**src/rtl/atm_session_ctrl.sv**
```systemverilog
// atm_session_ctrl: customer-side session FSM that assembles PIN/amount entries and drives the ATM core.
// Optional macro SESSION_TIMEOUT_EN enables an idle timeout in the entry states.
module atm_session_ctrl #(
    parameter int RSP_WAIT    = 4,
    parameter int AMT_DIGITS  = 6,
    parameter int MAX_TRIES   = 3,
    parameter int TIMEOUT_CYC = 1000
) (
    input  logic        clk,
    input  logic        rst,
    input  logic        card_in,
    input  logic [3:0]  card_acc,
    input  logic        card_lang,
    input  logic        key_valid,
    input  logic [3:0]  key_code,
    input  logic        op_valid,
    input  logic [2:0]  op_sel,
    output logic [2:0]  operation,
    output logic [3:0]  acc_num,
    output logic [15:0] pin,
    output logic [15:0] newPin,
    output logic [31:0] amount,
    output logic        language,
    input  logic        success,
    input  logic [31:0] balance,
    output logic        busy,
    output logic        done,
    output logic        last_ok,
    output logic [31:0] last_bal,
    output logic        retained,
    output logic [3:0]  sess_state
);
    localparam int AW = $clog2(AMT_DIGITS + 1);
    localparam int WW = (RSP_WAIT > 2) ? $clog2(RSP_WAIT) : 1;
    localparam int FW = $clog2(MAX_TRIES + 1);
`ifdef SESSION_TIMEOUT_EN
    localparam bit TO_EN = 1'b1;
`else
    localparam bit TO_EN = 1'b0;
`endif

    typedef enum logic [3:0] {
        S_IDLE = 4'd0, S_GET_PIN = 4'd1, S_GET_OP = 4'd2, S_GET_AMT = 4'd3, S_GET_NPIN = 4'd4,
        S_ISSUE = 4'd5, S_WAIT = 4'd6, S_RESULT = 4'd7, S_LOCKED = 4'd8
    } state_t;

    state_t          state_r, state_s;
    logic            card_d_r;
    logic [2:0]      op_r, op_s, operation_r;
    logic [15:0]     pin_r, pin_s, npin_r, npin_s;
    logic [2:0]      pin_cnt_r, pin_cnt_s, npin_cnt_r, npin_cnt_s;
    logic [31:0]     amt_r, amt_s, pin_acc_s, npin_acc_s, amt_acc_s, to_cnt_r;
    logic [AW-1:0]   amt_cnt_r, amt_cnt_s;
    logic [WW-1:0]   wait_cnt_r, wait_cnt_s;
    logic [FW-1:0]   fail_cnt_r, fail_cnt_s;
    logic [3:0]      acc_r, acc_s;
    logic            lang_r, lang_s, busy_r, done_r, last_ok_r, retained_r;
    logic [31:0]     last_bal_r;
    logic            sample_s, clear_s, digit_s, enter_s, cancel_s, entry_s, abort_s, to_hit_s;

    function automatic logic [31:0] dec_acc(input logic [31:0] v, input logic [3:0] d);
        return v * 32'd10 + {28'd0, d};
    endfunction

    assign digit_s    = key_valid && (key_code <= 4'd9);
    assign enter_s    = key_valid && (key_code == 4'd10);
    assign cancel_s   = key_valid && (key_code == 4'd11);
    assign pin_acc_s  = dec_acc({16'd0, pin_r}, key_code);
    assign npin_acc_s = dec_acc({16'd0, npin_r}, key_code);
    assign amt_acc_s  = dec_acc(amt_r, key_code);
    assign entry_s    = (state_r == S_GET_PIN) || (state_r == S_GET_OP) ||
                        (state_r == S_GET_AMT) || (state_r == S_GET_NPIN);
    assign to_hit_s   = TO_EN && entry_s && !(key_valid || op_valid) &&
                        (to_cnt_r == 32'(TIMEOUT_CYC - 1));
    // Card removal, CANCEL and timeout all end the session from an entry state.
    assign abort_s    = cancel_s || !card_in || to_hit_s;

    // Next-state and datapath next-value logic.
    always_comb begin
        state_s    = state_r;
        op_s       = op_r;
        pin_s      = pin_r;
        pin_cnt_s  = pin_cnt_r;
        npin_s     = npin_r;
        npin_cnt_s = npin_cnt_r;
        amt_s      = amt_r;
        amt_cnt_s  = amt_cnt_r;
        wait_cnt_s = wait_cnt_r;
        fail_cnt_s = fail_cnt_r;
        acc_s      = acc_r;
        lang_s     = lang_r;
        sample_s   = 1'b0;
        clear_s    = 1'b0;
        case (state_r)
            S_IDLE: begin
                if (card_in && !card_d_r) begin
                    acc_s   = card_acc;
                    lang_s  = card_lang;
                    clear_s = 1'b1;
                    state_s = S_GET_PIN;
                end else begin
                    state_s = S_IDLE;
                end
            end
            S_GET_PIN: begin
                if (abort_s) begin
                    clear_s = 1'b1;
                    state_s = S_IDLE;
                end else if (digit_s && (pin_cnt_r < 3'd4)) begin
                    pin_s     = pin_acc_s[15:0];
                    pin_cnt_s = pin_cnt_r + 3'd1;
                end else if (enter_s && (pin_cnt_r == 3'd4)) begin
                    state_s = S_GET_OP;
                end else begin
                    state_s = S_GET_PIN;
                end
            end
            S_GET_OP: begin
                if (abort_s) begin
                    clear_s = 1'b1;
                    state_s = S_IDLE;
                end else if (op_valid && ((op_sel == 3'd4) || (op_sel == 3'd5))) begin
                    op_s      = op_sel;
                    amt_s     = 32'd0;
                    amt_cnt_s = '0;
                    state_s   = S_GET_AMT;
                end else if (op_valid && (op_sel == 3'd2)) begin
                    op_s       = op_sel;
                    npin_s     = 16'd0;
                    npin_cnt_s = 3'd0;
                    state_s    = S_GET_NPIN;
                end else if (op_valid && (op_sel == 3'd3)) begin
                    op_s    = op_sel;
                    state_s = S_ISSUE;
                end else begin
                    state_s = S_GET_OP;
                end
            end
            S_GET_AMT: begin
                if (abort_s) begin
                    clear_s = 1'b1;
                    state_s = S_IDLE;
                end else if (digit_s && (amt_cnt_r < AW'(AMT_DIGITS))) begin
                    amt_s     = amt_acc_s;
                    amt_cnt_s = amt_cnt_r + AW'(1);
                end else if (enter_s && (amt_cnt_r != '0)) begin
                    state_s = S_ISSUE;
                end else begin
                    state_s = S_GET_AMT;
                end
            end
            S_GET_NPIN: begin
                if (abort_s) begin
                    clear_s = 1'b1;
                    state_s = S_IDLE;
                end else if (digit_s && (npin_cnt_r < 3'd4)) begin
                    npin_s     = npin_acc_s[15:0];
                    npin_cnt_s = npin_cnt_r + 3'd1;
                end else if (enter_s && (npin_cnt_r == 3'd4)) begin
                    state_s = S_ISSUE;
                end else begin
                    state_s = S_GET_NPIN;
                end
            end
            S_ISSUE: begin
                wait_cnt_s = '0;
                if (RSP_WAIT <= 1) begin
                    sample_s = 1'b1;
                    state_s  = S_RESULT;
                end else begin
                    state_s = S_WAIT;
                end
            end
            S_WAIT: begin
                if (wait_cnt_r == WW'(RSP_WAIT - 2)) begin
                    sample_s = 1'b1;
                    state_s  = S_RESULT;
                end else begin
                    wait_cnt_s = wait_cnt_r + WW'(1);
                end
            end
            S_RESULT: begin
                if (last_ok_r) begin
                    fail_cnt_s = '0;
                    state_s    = card_in ? S_GET_OP : S_IDLE;
                end else if (fail_cnt_r == FW'(MAX_TRIES - 1)) begin
                    fail_cnt_s = fail_cnt_r + FW'(1);
                    state_s    = S_LOCKED;
                end else begin
                    fail_cnt_s = fail_cnt_r + FW'(1);
                    pin_s      = 16'd0;
                    pin_cnt_s  = 3'd0;
                    state_s    = card_in ? S_GET_PIN : S_IDLE;
                end
            end
            S_LOCKED: state_s = S_LOCKED;
            default:  state_s = S_IDLE;
        endcase
    end

    // State, datapath and registered core-interface outputs.
    always_ff @(posedge clk or negedge rst) begin
        if (!rst) begin
            state_r     <= S_IDLE;
            card_d_r    <= 1'b0;
            op_r        <= 3'd0;
            pin_r       <= 16'd0;
            pin_cnt_r   <= 3'd0;
            npin_r      <= 16'd0;
            npin_cnt_r  <= 3'd0;
            amt_r       <= 32'd0;
            amt_cnt_r   <= '0;
            wait_cnt_r  <= '0;
            fail_cnt_r  <= '0;
            acc_r       <= 4'd0;
            lang_r      <= 1'b0;
            operation_r <= 3'd0;
            busy_r      <= 1'b0;
            done_r      <= 1'b0;
            last_ok_r   <= 1'b0;
            last_bal_r  <= 32'd0;
            retained_r  <= 1'b0;
        end else begin
            state_r     <= state_s;
            card_d_r    <= card_in;
            op_r        <= op_s;
            pin_r       <= clear_s ? 16'd0 : pin_s;
            pin_cnt_r   <= clear_s ? 3'd0 : pin_cnt_s;
            npin_r      <= clear_s ? 16'd0 : npin_s;
            npin_cnt_r  <= clear_s ? 3'd0 : npin_cnt_s;
            amt_r       <= clear_s ? 32'd0 : amt_s;
            amt_cnt_r   <= clear_s ? '0 : amt_cnt_s;
            wait_cnt_r  <= wait_cnt_s;
            fail_cnt_r  <= fail_cnt_s;
            acc_r       <= acc_s;
            lang_r      <= lang_s;
            operation_r <= ((state_s == S_ISSUE) || (state_s == S_WAIT)) ? op_s : 3'd0;
            busy_r      <= (state_s == S_ISSUE) || (state_s == S_WAIT);
            done_r      <= sample_s;
            last_ok_r   <= sample_s ? success : last_ok_r;
            last_bal_r  <= sample_s ? balance : last_bal_r;
            retained_r  <= retained_r | (state_s == S_LOCKED);
        end
    end

    // Idle counter for the session timeout; held at zero outside entry states.
    always_ff @(posedge clk or negedge rst) begin
        if (!rst) begin
            to_cnt_r <= 32'd0;
        end else if (!TO_EN || !entry_s || key_valid || op_valid || to_hit_s) begin
            to_cnt_r <= 32'd0;
        end else begin
            to_cnt_r <= to_cnt_r + 32'd1;
        end
    end

    assign operation  = operation_r;
    assign acc_num    = acc_r;
    assign pin        = pin_r;
    assign newPin     = npin_r;
    assign amount     = amt_r;
    assign language   = lang_r;
    assign busy       = busy_r;
    assign done       = done_r;
    assign last_ok    = last_ok_r;
    assign last_bal   = last_bal_r;
    assign retained   = retained_r;
    assign sess_state = state_r;
endmodule

```
**config.mk**
```make
export PLATFORM = sky130hd
export DESIGN_NAME = atm_session_ctrl
export DESIGN_NICKNAME = d
export VERILOG_FILES = /design/src/rtl/atm_session_ctrl.sv
export SDC_FILE = /design/constraint.sdc
export NUM_CORES = 1
export LEC_CHECK = 0
export ABC_AREA = 1
export BUFFER_PORTS_ARGS = -buffer_cell sky130_fd_sc_hd__buf_2
export CELL_PAD_IN_SITES_DETAIL_PLACEMENT = 0
export CELL_PAD_IN_SITES_GLOBAL_PLACEMENT = 1
export CORE_MARGIN = 4
export CORE_UTILIZATION = 35
export CTS_CLUSTER_SIZE = 20
export DETAILED_ROUTE_END_ITERATION = 6
export PLACE_DENSITY_LB_ADDON = 0.1
export SLEW_MARGIN = 20
export SYNTH_ARGS = -nofsm -noshare
export SYNTH_HDL_FRONTEND = slang
export SYNTH_SLANG_ARGS = --single-unit
```
**constraint.sdc**
```tcl
create_clock -name clk -period 3.8 [get_ports clk]
set_input_delay 0.19 -clock clk [delete_from_list [all_inputs] [get_ports clk]]
set_output_delay 0.19 -clock clk [all_outputs]
set_load 0.05 [all_outputs]
```
Word level (Yosys, flattened, before mapping)
Index checks and enable logic that the tools add are counted.
{"block": "word_totals", "output_inout_bits": 112, "n_memories": 0, "register_bits": 129, "word_cells": 171, "romBits": 0, "input_bits": 50, "latchBits": 0, "ramBits": 0}
{"block": "classes", "n_eq_ne": 34, "n_reduce_logical": 30, "n_div": 0, "magnitude_cmp": 4, "mux": 72, "shifts": 0, "mul": 3, "bitwise": 1, "n_addsub": 8}
{"cell": "two-way mux 16 bit", "count": 11}
{"cell": "two-way mux 32 bit", "count": 5}
{"cell": "two-way mux 3 bit", "count": 27}
{"cell": "one-hot mux 16 bit (2 select lines)", "count": 2}
{"cell": "one-hot mux 32 bit (2 select lines)", "count": 1}
{"cell": "two-way mux 4 bit", "count": 9}
{"cell": "inequality test 3 bit, second input constant", "count": 12}
{"cell": "one-hot mux 4 bit (9 select lines)", "count": 1}
{"cell": "adder 16 x 4 -> 16 bit", "count": 2}
{"cell": "adder 32 x 4 -> 32 bit", "count": 1}
{"cell": "multiplier 16 x 3 -> 15 bit, second input constant", "count": 2}
{"cell": "multiplier 32 x 3 -> 31 bit, second input constant", "count": 1}
{"cell": "== test 4 x 3 -> 1 bit, second input constant", "count": 6}
{"cell": "one-hot mux 3 bit (2 select lines)", "count": 3}
{"cell": "== test 4 bit, second input constant", "count": 4}
{"cell": "logical AND 1 bit", "count": 13}
{"cell": "== test 3 bit, second input constant", "count": 4}
{"cell": "nonzero test 3 bit", "count": 4}
{"cell": "AND reduction 5 bit", "count": 2}
{"cell": "adder 3 x 1 -> 3 bit, second input constant", "count": 3}
{"cell": "less-than comparator 3 bit, second input constant", "count": 3}
{"cell": "== test 4 x 2 -> 1 bit, second input constant", "count": 2}
{"cell": "two-way mux 2 bit", "count": 4}
{"cell": "two-way mux 1 bit", "count": 7}
{"cell": "16 further kinds", "count": 23}

Longest topological paths before layout
Gate-level depths: netlist of run 1.
{"block": "logic_depth", "ltp_word": 10, "ltp_mapped": 20, "mapped_depth_nobuf": 20}

Least setup slack after synthesis of run 1
No wires, ideal clock.
{"block": "synth_path", "path_kind": "reg2reg", "start": "register amt_r[3] (netlist: amount[3])", "end": "register amt_r[26] (netlist: amount[26])", "n_path_buf": 0, "stages_incl_launch_ff": 17, "path_slack_ns": 0.654, "arrival_ns": 3.028, "setup_time_ns": 0.118, "required_ns": 3.682, "synth_period_minus_slack_ns": 3.146, "path_cell_list": "dfrtp_1 ha_1 ha_1 fa_1 inv_1 nor3_1 nand2_1 nand2_1 nand2_1 nor2_2 nand4_4 nor2_8 nand2_4 nor2_2 nand3b_1 nand3_1 nand2_1"}
{"block": "synth_between", "elab_chain_cells": 6}
{"item": "start, declared", "line": "52", "source": "logic [31:0] amt_r, amt_s, pin_acc_s, npin_acc_s, amt_acc_s, to_cnt_r;"}
{"item": "start signal, assigned", "line": "231", "source": "amt_r <= clear_s ? 32'd0 : amt_s;"}
{"item": "multiplier 32 x 3 -> 31 bit", "line": "62", "source": "return v * 32'd10 + {28'd0, d};"}
{"item": "adder 32 x 4 -> 32 bit", "line": "62"}
{"item": "two-way mux 32 bit", "line": "143", "source": "end else if (digit_s && (amt_cnt_r < AW'(AMT_DIGITS))) begin"}
{"item": "two-way mux 32 bit", "line": "140", "source": "if (abort_s) begin"}
{"item": "one-hot mux 32 bit (2 select lines)", "line": "94", "source": "case (state_r)"}
{"item": "two-way mux 32 bit", "line": "231"}
No other way between the ends. The select of a mux whose other input is x is not followed.
A chain may end at the register's enable or synchronous reset.

Final worst setup path of run 1
{"block": "layout_path", "start": "register amt_r[20] (netlist: amount[20])", "end": "register amt_r[31] (netlist: amount[31])"}
The elaborated chain is that of the path after synthesis.

==> impl_metrics.tcl, run 1 <==
set metrics [dict create \
    timing.slew.headroom_pct 38.6 \
    hp-start "op_sel[0]" \
    place.gp.congestion 0.823 \
    drtIter0Drc 450 \
    finalClockSkew_ps 7.29 \
    wl_per_cell_um 14.8 \
    power_frac_clock_pct 48.4 \
    seq_power_share_pct 41.1 \
    area.growth.synth_to_final_pct 21.0 \
    post-route-util_pct 42.8 \
    syn_inst 1544 \
    clock.fmax_mhz 315 \
    cts_resized 0 \
    outcome "complete, no violations" \
    first_pass_iters 4 \
    grt_use_total_pct 19.2 \
    multi_input_area_um2 6610 \
    post_cts_buffers 0 \
    p_leak_nw 7.27 \
    nNetsFinal 1927 \
    root_buffer "clkbuf_16" \
    cts.path.max_buffers 2 \
    synth.cell_area_um2 10800 \
    max_cap_viol_count 0 \
    grt_pass1_vias 10200 \
    rows 64 \
    io_pins 162 \
    cp_max_fo 6 \
    num_vias 10200 \
    synth_ff_type "dfrtp_1" \
    synth_top_area_cell "dfrtp_1" \
    hold_ws_ps 55.3 \
    end_kind "register" \
    grt_pass1_wl_mm 52.5 \
    ctsHoldBuffers 40 \
    clkTransAtPathRegs_ps 60 \
    tritoncts "built" \
    cts_buffers 17 \
    drcViolationCount 0 \
    n_antenna_cell 0 \
    die_width_um 184 \
    yosys.area.top_type_share_pct 29.8 \
    antenna_found_initial 1 \
    switching_share_pct 25.5 \
    p_int_mw 2.59 \
    synth_commonest_cells "nand2_1, inv_1, dfrtp_1" \
    hpwl_mm 25.7 \
    final_antenna_net_count 0 \
    core-area_um2 30600 \
    fill_cells 3240 \
    syn_nets 1718 \
    slew_viol_final 0 \
    grt_start_max_net_pins 77 \
    crit_chain "ha_1 > ha_1 > nand2_1 > nor2_1 > inv_1 > nor3_1 > nand3_1 > nand3_1 > nand2_1 > nor2_1 > nand2_1 > nor2_1 > nand3_1 > nand3_1 > nand2_1" \
    layout.cells.non_filler 2161 \
    fin_setup_tns_ps 0 \
    placed_cells 2090 \
    use_met2_pct 33.9 \
    start_util_pct 35.4 \
    cts-htree-levels 4 \
    power_mw 3.47 \
    hold_class "primary input to register" \
    power.density_nw_per_um2 265 \
    period_minus_slack_ps 3170 \
    synth_warnings 0 \
    die_area_um2 33800 \
    avgSynthCellArea_um2 7.01 \
    period_share_pct 83.5 \
    critPathMaxStageDelay_ps 480 \
    ys_ff_latch 129 \
    rsz0062_at_grt "no" \
    synth_edf_count 0 \
    peakVddDrop_mv 0.317 \
    finalSetupViolCount 0 \
    cts.sinks 129 \
    critPathKind "register to register" \
    reg2reg_slack_ps 630 \
    crit_start "amount[20]$_DFFE_PN0P_" \
    busiest_layer "met2" \
    wl_mm 32.0 \
    die_h_um 184 \
    overflow 0 \
    worst_pin_slew_ps 914 \
    worstSetupStartpointType "register" \
    drive_above_1_share_pct 17.6 \
    switchingPower_mw 0.887 \
    register_area_um2 3230 \
    hold_violations 0 \
    worstPathArrival_ps 3480 \
    async_reset_ff_share_pct 100 \
    r2r_start "amount[20]$_DFFE_PN0P_" \
    grt_use_met1_pct 24.8 \
    grtUsageMet3_pct 2.77 \
    ys_top_cells_by_area "dfrtp_1, nand2_1, ha_1" \
    synth.most_common_cell "nand2_1" \
    worstPathRequired_ps 4100 \
    yosysSeqAreaShare_pct 29.8 \
    worst_path_max_delay_cell "dfrtp_1" \
    yosysUniqueCellTypes 50 \
    insertion_delay_ps 420 \
    p_comb_share_pct 10.6 \
    place.port_buffers 161 \
    via_per_inst 4.73 \
]
## worst max-delay path: cells and delay by family, from the launching register on
kind | cells | cell delay [ps]
AND/OR/NAND/NOR | 12 | 1780
adder cells (fa/ha/maj) | 2 | 700
flip-flops | 1 | 480
buffers and inverters | 1 | 100
## cell families (layout without fill, tap and decap cells)
| kind of cell | count (synthesis) | after routing | share of synthesized area [%] |
|---|---|---|---|
| DFF | 129 | 129 | 29.8 |
| and+or+nand+nor | 843 | 843 | 34.9 |
| muxes | 6 | 6 | 0.613 |
| AOI/OAI and AO/OA | 156 | 156 | 8.55 |
| buffers and inverters | 258 | 479 | 9.12 |
| adders and majority gates | 124 | 124 | 14.7 |
| xor gates and xnor gates | 28 | 28 | 2.27 |
## power by group through the flow
stage	clock network [mW]	registers, mW	logic [mW]
finish	1.68	1.43	0.366
CTS	1.74	1.43	0.373
detailed placement	0	1.45	0.338
global placement	0	1.45	0.337
global route	1.79	1.43	0.406
floorplan	0	1.52	0.131
## metrics by stage
step | setup slack, ps | area [um^2]
global route | 382 | 13100
global placement | 520 | 12100
floorplan | 654 | 10800
detailed placement | 577 | 12100
finish | 625 | 13100
CTS | 562 | 13100
## sequential cells by signal (all words and copies together), names as in the netlist, 2 cells and up
signal / count
op_r: 3
operation: 3
wait_cnt_r: 2
amt_cnt_r: 3
amount: 32
npin_cnt_r: 3
fail_cnt_r: 2
pin: 16
sess_state: 4
newPin: 16
last_bal: 32
acc_num: 4
pin_cnt_r: 3
## final cells by class
cell class	instances	share of cell area, %
Clock buffer	22	3.55
Clock inverter	9	1.01
Inverter	242	6.98
Multi-Input combinational cell	1157	50.5
Sequential cell	129	24.7
Tap cell	396	3.78
Timing Repair Buffer	206	9.55
## per-layer routing
| layer | vias up | routed length [um] |
|---|---|---|
| li1 | 5364 | - |
| met3 | 33 | 715 |
| met5 | - | 13 |
| met1 | 4690 | 14700 |
| met4 | 2 | 518 |
| met2 | 124 | 16100 |
## layout by cell type (no fill, tap or decap), types with 5 or more instances in the layout
| cell type | instances |
|---|---|
| nand2_2 | 31 |
| a22o_1 | 5 |
| inv_2 | 20 |
| a21oi_1 | 44 |
| o21ai_0 | 58 |
| nand3_1 | 98 |
| clkbuf_16 | 17 |
| nand2_1 | 520 |
| nand3b_1 | 5 |
| a32o_1 | 11 |
| mux2_2 | 5 |
| nor3_1 | 17 |
| nand3_2 | 12 |
| xnor2_1 | 14 |
| ha_1 | 118 |
| a31oi_1 | 6 |
| nand4_1 | 20 |
| fa_1 | 6 |
| nor2_2 | 22 |
| dlygate4sd3_1 | 40 |
| nor2_1 | 91 |
| o21ai_1 | 9 |
| or2_2 | 5 |
| inv_1 | 220 |
| buf_2 | 160 |
| o31ai_1 | 6 |
| buf_4 | 5 |
| dfrtp_1 | 129 |
| xor2_1 | 14 |
| nor2_4 | 7 |
## final timing paths
kind                                            end  depth (start not counted)
max                          amount[31]$_DFFE_PN0P_                         15
min                               op_r[0]$_DFF_PN0_                          3
max reg2reg                  amount[31]$_DFFE_PN0P_                         15
min reg2reg                last_bal[19]$_DFFE_PN0P_                          2
max in group asynchronous    newPin[14]$_DFFE_PN0P_                          3
min in group asynchronous  last_bal[15]$_DFFE_PN0P_                          2
Power figures use the tool's default switching activity.
==> run 2, diff against run 1 <==
--- a/config.mk
+++ b/config.mk
@@ -5,7 +5,7 @@
 export SDC_FILE = /design/constraint.sdc
 export NUM_CORES = 1
 export LEC_CHECK = 0
-export ABC_AREA = 1
+export ABC_AREA = 0
 export BUFFER_PORTS_ARGS = -buffer_cell sky130_fd_sc_hd__buf_2
 export CELL_PAD_IN_SITES_DETAIL_PLACEMENT = 0
 export CELL_PAD_IN_SITES_GLOBAL_PLACEMENT = 1
==> constraint.sdc (replaced) <==
create_clock -name clk -period 2.8 [get_ports clk]
set_input_delay 0.14 -clock clk [delete_from_list [all_inputs] [get_ports clk]]
set_output_delay 0.14 -clock clk [all_outputs]
set_load 0.05 [all_outputs]
==> impl_metrics.tcl, run 2 <==
set metrics [dict create \
    worstPathRequired_ps 3100 \
    synth_top_area_cell "dfrtp_1" \
    yosys.area.top_type_share_pct 32.9 \
    io_pins 162 \
    hold_violations 0 \
    die_width_um 175 \
    drive_above_1_share_pct 43.4 \
    ys_ff_latch 129 \
    final_antenna_net_count 0 \
    overflow 0 \
    insertion_delay_ps 430 \
    wl_per_cell_um 15.7 \
    start_util_pct 35.4 \
    synth_compound_area_share_pct 19.6 \
    worstSetupStartpointType "register" \
    synth.most_common_cell "nand2_1" \
    via_per_inst 5.01 \
    wl_met1_mm 14.4 \
    period_share_pct 124 \
    die_h_um 175 \
    synth_warnings 0 \
    reg2reg_slack_ps -660 \
    syn_nets 1269 \
    worst_pin_slew_ps 967 \
    place.gp.congestion 0.901 \
    root_buffer "clkbuf_16" \
    synth_edf_count 0 \
    clock.fmax_mhz 289 \
    rsz0062_at_grt "yes" \
    fin_setup_tns_ps -10680 \
    violations "setup timing" \
    synth_top_family_by_area "compound AO/OA/AOI/OAI gates" \
    num_vias 9772 \
    critPathMostFrequentCell "ha_4" \
    placed_area_um2 13200 \
    dr_wl_met2_mm 14.8 \
    first_pass_iters 5 \
    end_kind "register" \
    grt_pass1_vias 9973 \
    drtIter0Drc 351 \
    layout_commonest_cell "buf_4" \
    cts.path.max_buffers 2 \
    hold_class "primary input to register" \
    async_reset_ff_share_pct 100 \
    slew_viol_final 0 \
    drcViolationCount 0 \
    route.met3.wl_um 913 \
    fin_area_um2 15400 \
    grt_use_total_pct 19.8 \
    outcome "finished with violations" \
    synth_commonest_cells "nand2_1, dfrtp_1, ha_1" \
    p_leak_nw 7.52 \
    rows 61 \
    finalClockSkew_ps 14.7 \
    die_area_um2 30800 \
    grt_start_max_net_pins 63 \
    cts_buffers 17 \
    nNetsFinal 1735 \
    cts.sinks 129 \
    dr.max_layer_used "met4" \
    period_minus_slack_ps 3460 \
    hpwl_mm 23.0 \
    worst_path_max_delay_cell "or4_4" \
    tritoncts "built" \
    synth_ff_type "dfrtp_1" \
    power.density_nw_per_um2 315 \
    syn_inst 1095 \
    timing.slew.headroom_pct 35.1 \
    area.growth.synth_to_final_pct 56.9 \
    yosys.area_share.simple_pct 19.1 \
    yosysSeqAreaShare_pct 32.9 \
    dp_slack_ps -803 \
    yosys.area_share.xor_xnor_pct 7.75 \
    antenna_found_initial 0 \
    worstPathArrival_ps 3760 \
    grt_pass1_wl_mm 50.4 \
    ys_top_cells_by_area "dfrtp_1, ha_1, nand2_1" \
    synth_fa_ha_area_share_pct 16.3 \
    finalSetupViolCount 27 \
    synthMuxAreaShare_pct 1.15 \
    n_antenna_cell 0 \
    synth.cell_area_um2 9810 \
    fin_ws_ps -658 \
    avgSynthCellArea_um2 8.96 \
    critPathMaxStageDelay_ps 490 \
    layout_common_cells "buf_4, nand2_1, buf_2" \
    crit_chain "buf_6 > ha_4 > ha_4 > and3_4 > a221oi_2 > buf_4 > a211o_4 > a211oi_4 > nand4b_1 > or4_4 > o311a_1 > a221o_1" \
    critPathKind "register to register" \
    yosysUniqueCellTypes 75 \
    core-area_um2 27700 \
    wl_mm 30.7 \
    place.port_buffers 161 \
    max_cap_viol_count 0 \
    cp_max_fo 5 \
    peakVddDrop_mv 0.278 \
    cts-htree-levels 4 \
    clkTransAtPathRegs_ps 70 \
]
[run 2: changes by cell type after synthesis, moves of 15 or more]
cell | before | now
inv_2 | 20 | 0
a22o_1 | 5 | 38
xor2_1 | 14 | 39
nand2_2 | 31 | 0
nand2_1 | 520 | 195
nor2_2 | 22 | 0
inv_1 | 220 | 37
xnor2_1 | 14 | 46
nand3_1 | 98 | 32
clkbuf_1 | 10 | 27
a21o_1 | 3 | 23
nor2_1 | 91 | 43
o211ai_1 | 3 | 18
[run 2: timing repair]
| action | 4_1_cts | 5_1_grt |
|---|---|---|
| gates resized for setup | 107 | 68 |
| setup endpoints to repair | 29 | 34 |
| gates cloned | 0 | 0 |
| hold buffers | 42 | 0 |
| pin swaps | 46 | 48 |
| hold endpoints to repair | 81 | 0 |
| buffers inserted | 20 | 10 |
[run 2: layout make-up]
cell class | count | area [um^2]
multi-input combinational | 888 | 7470
clock buffer | 17 | 425
clock inverter | 15 | 165
sequential | 129 | 3270
fill | 2505 | 12300
timing repair buffer | 487 | 3450
inverter | 38 | 143
tap | 378 | 473
[run 2: path summary, 6_finish.rpt]
path | cells past startpoint | endpoint | start
worst max-delay path | 12 | amount[30]$_DFFE_PN0P_ | amount[3]$_DFFE_PN0P_
worst min-delay path | 2 | amount[0]$_DFFE_PN0P_ | key_code[0]
worst max register to register | 12 | amount[30]$_DFFE_PN0P_ | amount[3]$_DFFE_PN0P_
worst min register to register | 2 | last_bal[0]$_DFFE_PN0P_ | last_bal[0]$_DFFE_PN0P_
max in group asynchronous | 3 | amount[1]$_DFFE_PN0P_ | rst
min in group asynchronous | 2 | amount[19]$_DFFE_PN0P_ | rst
[run 2: power breakdown]
group / internal, mW / switching (mW) / total [mW]
Sequential: 1.90 / 0.0225 / 1.92
Combinational: 0.253 / 0.353 / 0.606
Clock: 1.27 / 1.05 / 2.32
Total: 3.42 / 1.43 / 4.85
[run 2: cells by family (layout without fill, tap and decap cells)]
logic type,Yosys count,count (layout)
simple gates,392,392
compound gates,276,276
xor+xnor,86,86
mux,10,10
buf+inv,78,557
flops,129,129
fa+ha+maj,124,124
[run 2: layer usage]
metal	vias up	track usage [%]
li1	4905	-
met1	4673	27.1
met2	159	33.4
met3	35	2.48
met4	0	5.23
met5	-	0
[run 2: per-stage QoR]
step                cells  hold slack [ps]  power (mW)  util (%)
finish               1952             56.7        4.85      55.6
global route         1952             51.7        5.06      55.6
CTS                  1947             31.5        4.94      54.1
detailed placement   1853              106        2.50      47.8
global placement     1853             99.6        2.50      47.8
floorplan            1095             -156        2.24         -
[run 2: worst max-delay path: cells and delay by family, from the launching register on]
| kind | cells | cell delay (ps) |
|---|---|---|
| DFF | 1 | 430 |
| and+or+nand+nor | 3 | 880 |
| AOI/OAI and AO/OA | 5 | 1210 |
| buffers and inverters | 2 | 280 |
| adders and majority gates | 2 | 540 |
==> run 3, diff against run 2 <==
--- a/config.mk
+++ b/config.mk
@@ -5,8 +5,9 @@
 export SDC_FILE = /design/constraint.sdc
 export NUM_CORES = 1
 export LEC_CHECK = 0
-export ABC_AREA = 0
+export ABC_AREA = 1
 export BUFFER_PORTS_ARGS = -buffer_cell sky130_fd_sc_hd__buf_2
+export CAP_MARGIN = 10
 export CELL_PAD_IN_SITES_DETAIL_PLACEMENT = 0
 export CELL_PAD_IN_SITES_GLOBAL_PLACEMENT = 1
 export CORE_MARGIN = 4
==> impl_metrics.tcl, run 3 (synthesized netlist as in run 1, its figures left out) <==
set metrics [dict create \
    outcome "finished with violations" \
    violations "setup timing" \
    layout_common_cells "nand2_1, inv_1, buf_2" \
    power.density_nw_per_um2 311 \
    fin_ws_ps -2.64 \
    drive_above_1_share_pct 33.1 \
    multi_input_area_um2 7620 \
    place.port_buffers 161 \
    crit_chain "ha_4 > ha_4 > fa_2 > buf_6 > buf_6 > nand3_4 > nand2_2 > nand2_2 > nor2_4 > nand4_4 > nor2_8 > nand2_8 > clkinv_8 > nand3_2 > nand2_2 > nand3_2 > nand2_1" \
    critPathMaxStageDelay_ps 570 \
    placed_cells 2210 \
    first_pass_iters 5 \
    drtIter0Drc 441 \
    via_per_inst 4.74 \
    grt_start_max_net_pins 56 \
    die_area_um2 33800 \
    fill_cells 3135 \
    cts.path.max_buffers 2 \
    final_antenna_net_count 0 \
    peakVddDrop_mv 0.333 \
    wl_mm 34.6 \
    antenna_found_initial 0 \
    place.gp.congestion 0.857 \
    reg2reg_slack_ps -3 \
    die_h_um 184 \
    post-route-util_pct 49.8 \
    die_width_um 184 \
    power_mw 4.75 \
    slew_viol_final 0 \
    rows 64 \
    num_vias 10900 \
    period_minus_slack_ps 2800 \
    worst_pin_slew_ps 795 \
    finalSetupViolCount 1 \
    core-area_um2 30600 \
    layout.cells.non_filler 2303 \
    clkTransAtPathRegs_ps 60 \
    critPathKind "register to register" \
    worstPathArrival_ps 3170 \
    max_cap_viol_count 0 \
    worstSetupStartpointType "register" \
    critPathMostFrequentCell "nand2_2" \
    layout_commonest_cell "nand2_1" \
    cts.sinks 129 \
    n_antenna_cell 0 \
    cts-htree-levels 4 \
    hold_class "primary input to register" \
    area.growth.synth_to_final_pct 40.8 \
    wl_per_cell_um 15.0 \
    register_area_um2 3260 \
    io_pins 162 \
    grt_pass1_wl_mm 55.6 \
    rsz0062_at_grt "yes" \
    clock.fmax_mhz 357 \
    hpwl_mm 27.2 \
    end_kind "register" \
    tritoncts "built" \
    timing.slew.headroom_pct 46.9 \
    period_share_pct 100 \
    worst_path_dominant_cell_family "simple AND/OR/NAND/NOR gates" \
    nNetsFinal 2069 \
    worst_path_max_delay_cell "fa_2" \
    drcViolationCount 0 \
    root_buffer "clkbuf_16" \
    overflow 0 \
    insertion_delay_ps 430 \
    hold_violations 0 \
    worstPathRequired_ps 3160 \
    finalClockSkew_ps 7.59 \
    p_leak_nw 7.94 \
    crit_buf_inv 3 \
    grt_pass1_vias 11100 \
    cts_buffers 17 \
    start_util_pct 35.4 \
    grt_use_total_pct 20.4 \
    cp_max_fo 6 \
]
run 3: cell types whose count changed in the layout (fill, tap and decap cells not counted), sizes merged, moves of 15 or more:
cell,delta
nand3,+77
xnor2,-32
a22o,-33
buf,-138
o211ai,-15
nand2,+358
nor2,+79
xor2,-26
inv,+197
a21o,-20
run 3: path summary, 6_finish.rpt:
check | from | end | cells past startpoint
max in group asynchronous | rst | pin[13]$_DFFE_PN0P_ | 3
worst max-delay path | amount[3]$_DFFE_PN0P_ | amount[28]$_DFFE_PN0P_ | 17
worst min register to register | retained$_DFF_PN0_ | retained$_DFF_PN0_ | 1
worst max register to register | amount[3]$_DFFE_PN0P_ | amount[28]$_DFFE_PN0P_ | 17
worst min-delay path | key_code[0] | newPin[0]$_DFFE_PN0P_ | 3
min in group asynchronous | rst | last_bal[12]$_DFFE_PN0P_ | 2
run 3: metrics by stage:
step	setup TNS [ps]	hold WS [ps]	setup WS (ps)	area, um^2
final	-2.64	163	-2.64	15200
after global routing	-2150	158	-172	15200
after CTS	-86.7	140	-49.8	14500
after detailed placement	-1330	161	-182	13100
after global placement	-1360	162	-185	13100
after floorplan	-230	-156	-63.4	10900
run 3: layout make-up:
| class | instances | area share [%] |
|---|---|---|
| Clock buffer | 20 | 3.00 |
| Timing Repair Buffer | 348 | 15.4 |
| Sequential cell | 129 | 21.4 |
| Tap cell | 396 | 3.25 |
| Multi-Input combinational cell | 1157 | 50.0 |
| Clock inverter | 11 | 0.862 |
| Inverter | 242 | 6.06 |
run 3: where the power goes:
part | leakage, nW | internal [mW] | switching (mW)
logic | 6.09 | 0.194 | 0.358
registers | 1.56 | 1.91 | 0.0292
clock network | 0.284 | 1.36 | 0.898
total | 7.94 | 3.46 | 1.28
run 3: repair_timing:
item / in CTS / in global routing
setup endpoints to repair: 17 / 31
gates resized for setup: 71 / 138
gates cloned: 0 / 0
endpoints found under the hold margin: 93 / 0
buffers inserted: 11 / 10
hold buffers: 41 / 0
pin swaps: 17 / 53
run 3: worst register-to-register path, stage by stage (launching register included):
cell      delay (ps)
dfrtp_2          430
ha_4             250
ha_4             160
fa_2             570
buf_6            110
buf_6             90
nand3_4           60
nand2_2           60
nand2_2           70
nor2_4           140
nand4_4          120
nor2_8           190
nand2_8          100
clkinv_8          80
nand3_2           80
nand2_2           80
nand3_2           60
nand2_1           90
run 3: metal layers:
| metal | track usage (%) | up-vias | share of wire [%] |
|---|---|---|---|
| li1 | - | 5638 | - |
| met1 | 26.1 | 5070 | 45 |
| met2 | 35.9 | 152 | 50 |
| met3 | 2.26 | 48 | 2.4 |
| met4 | 6.51 | 0 | 2.5 |
| met5 | 0 | - | 0 |
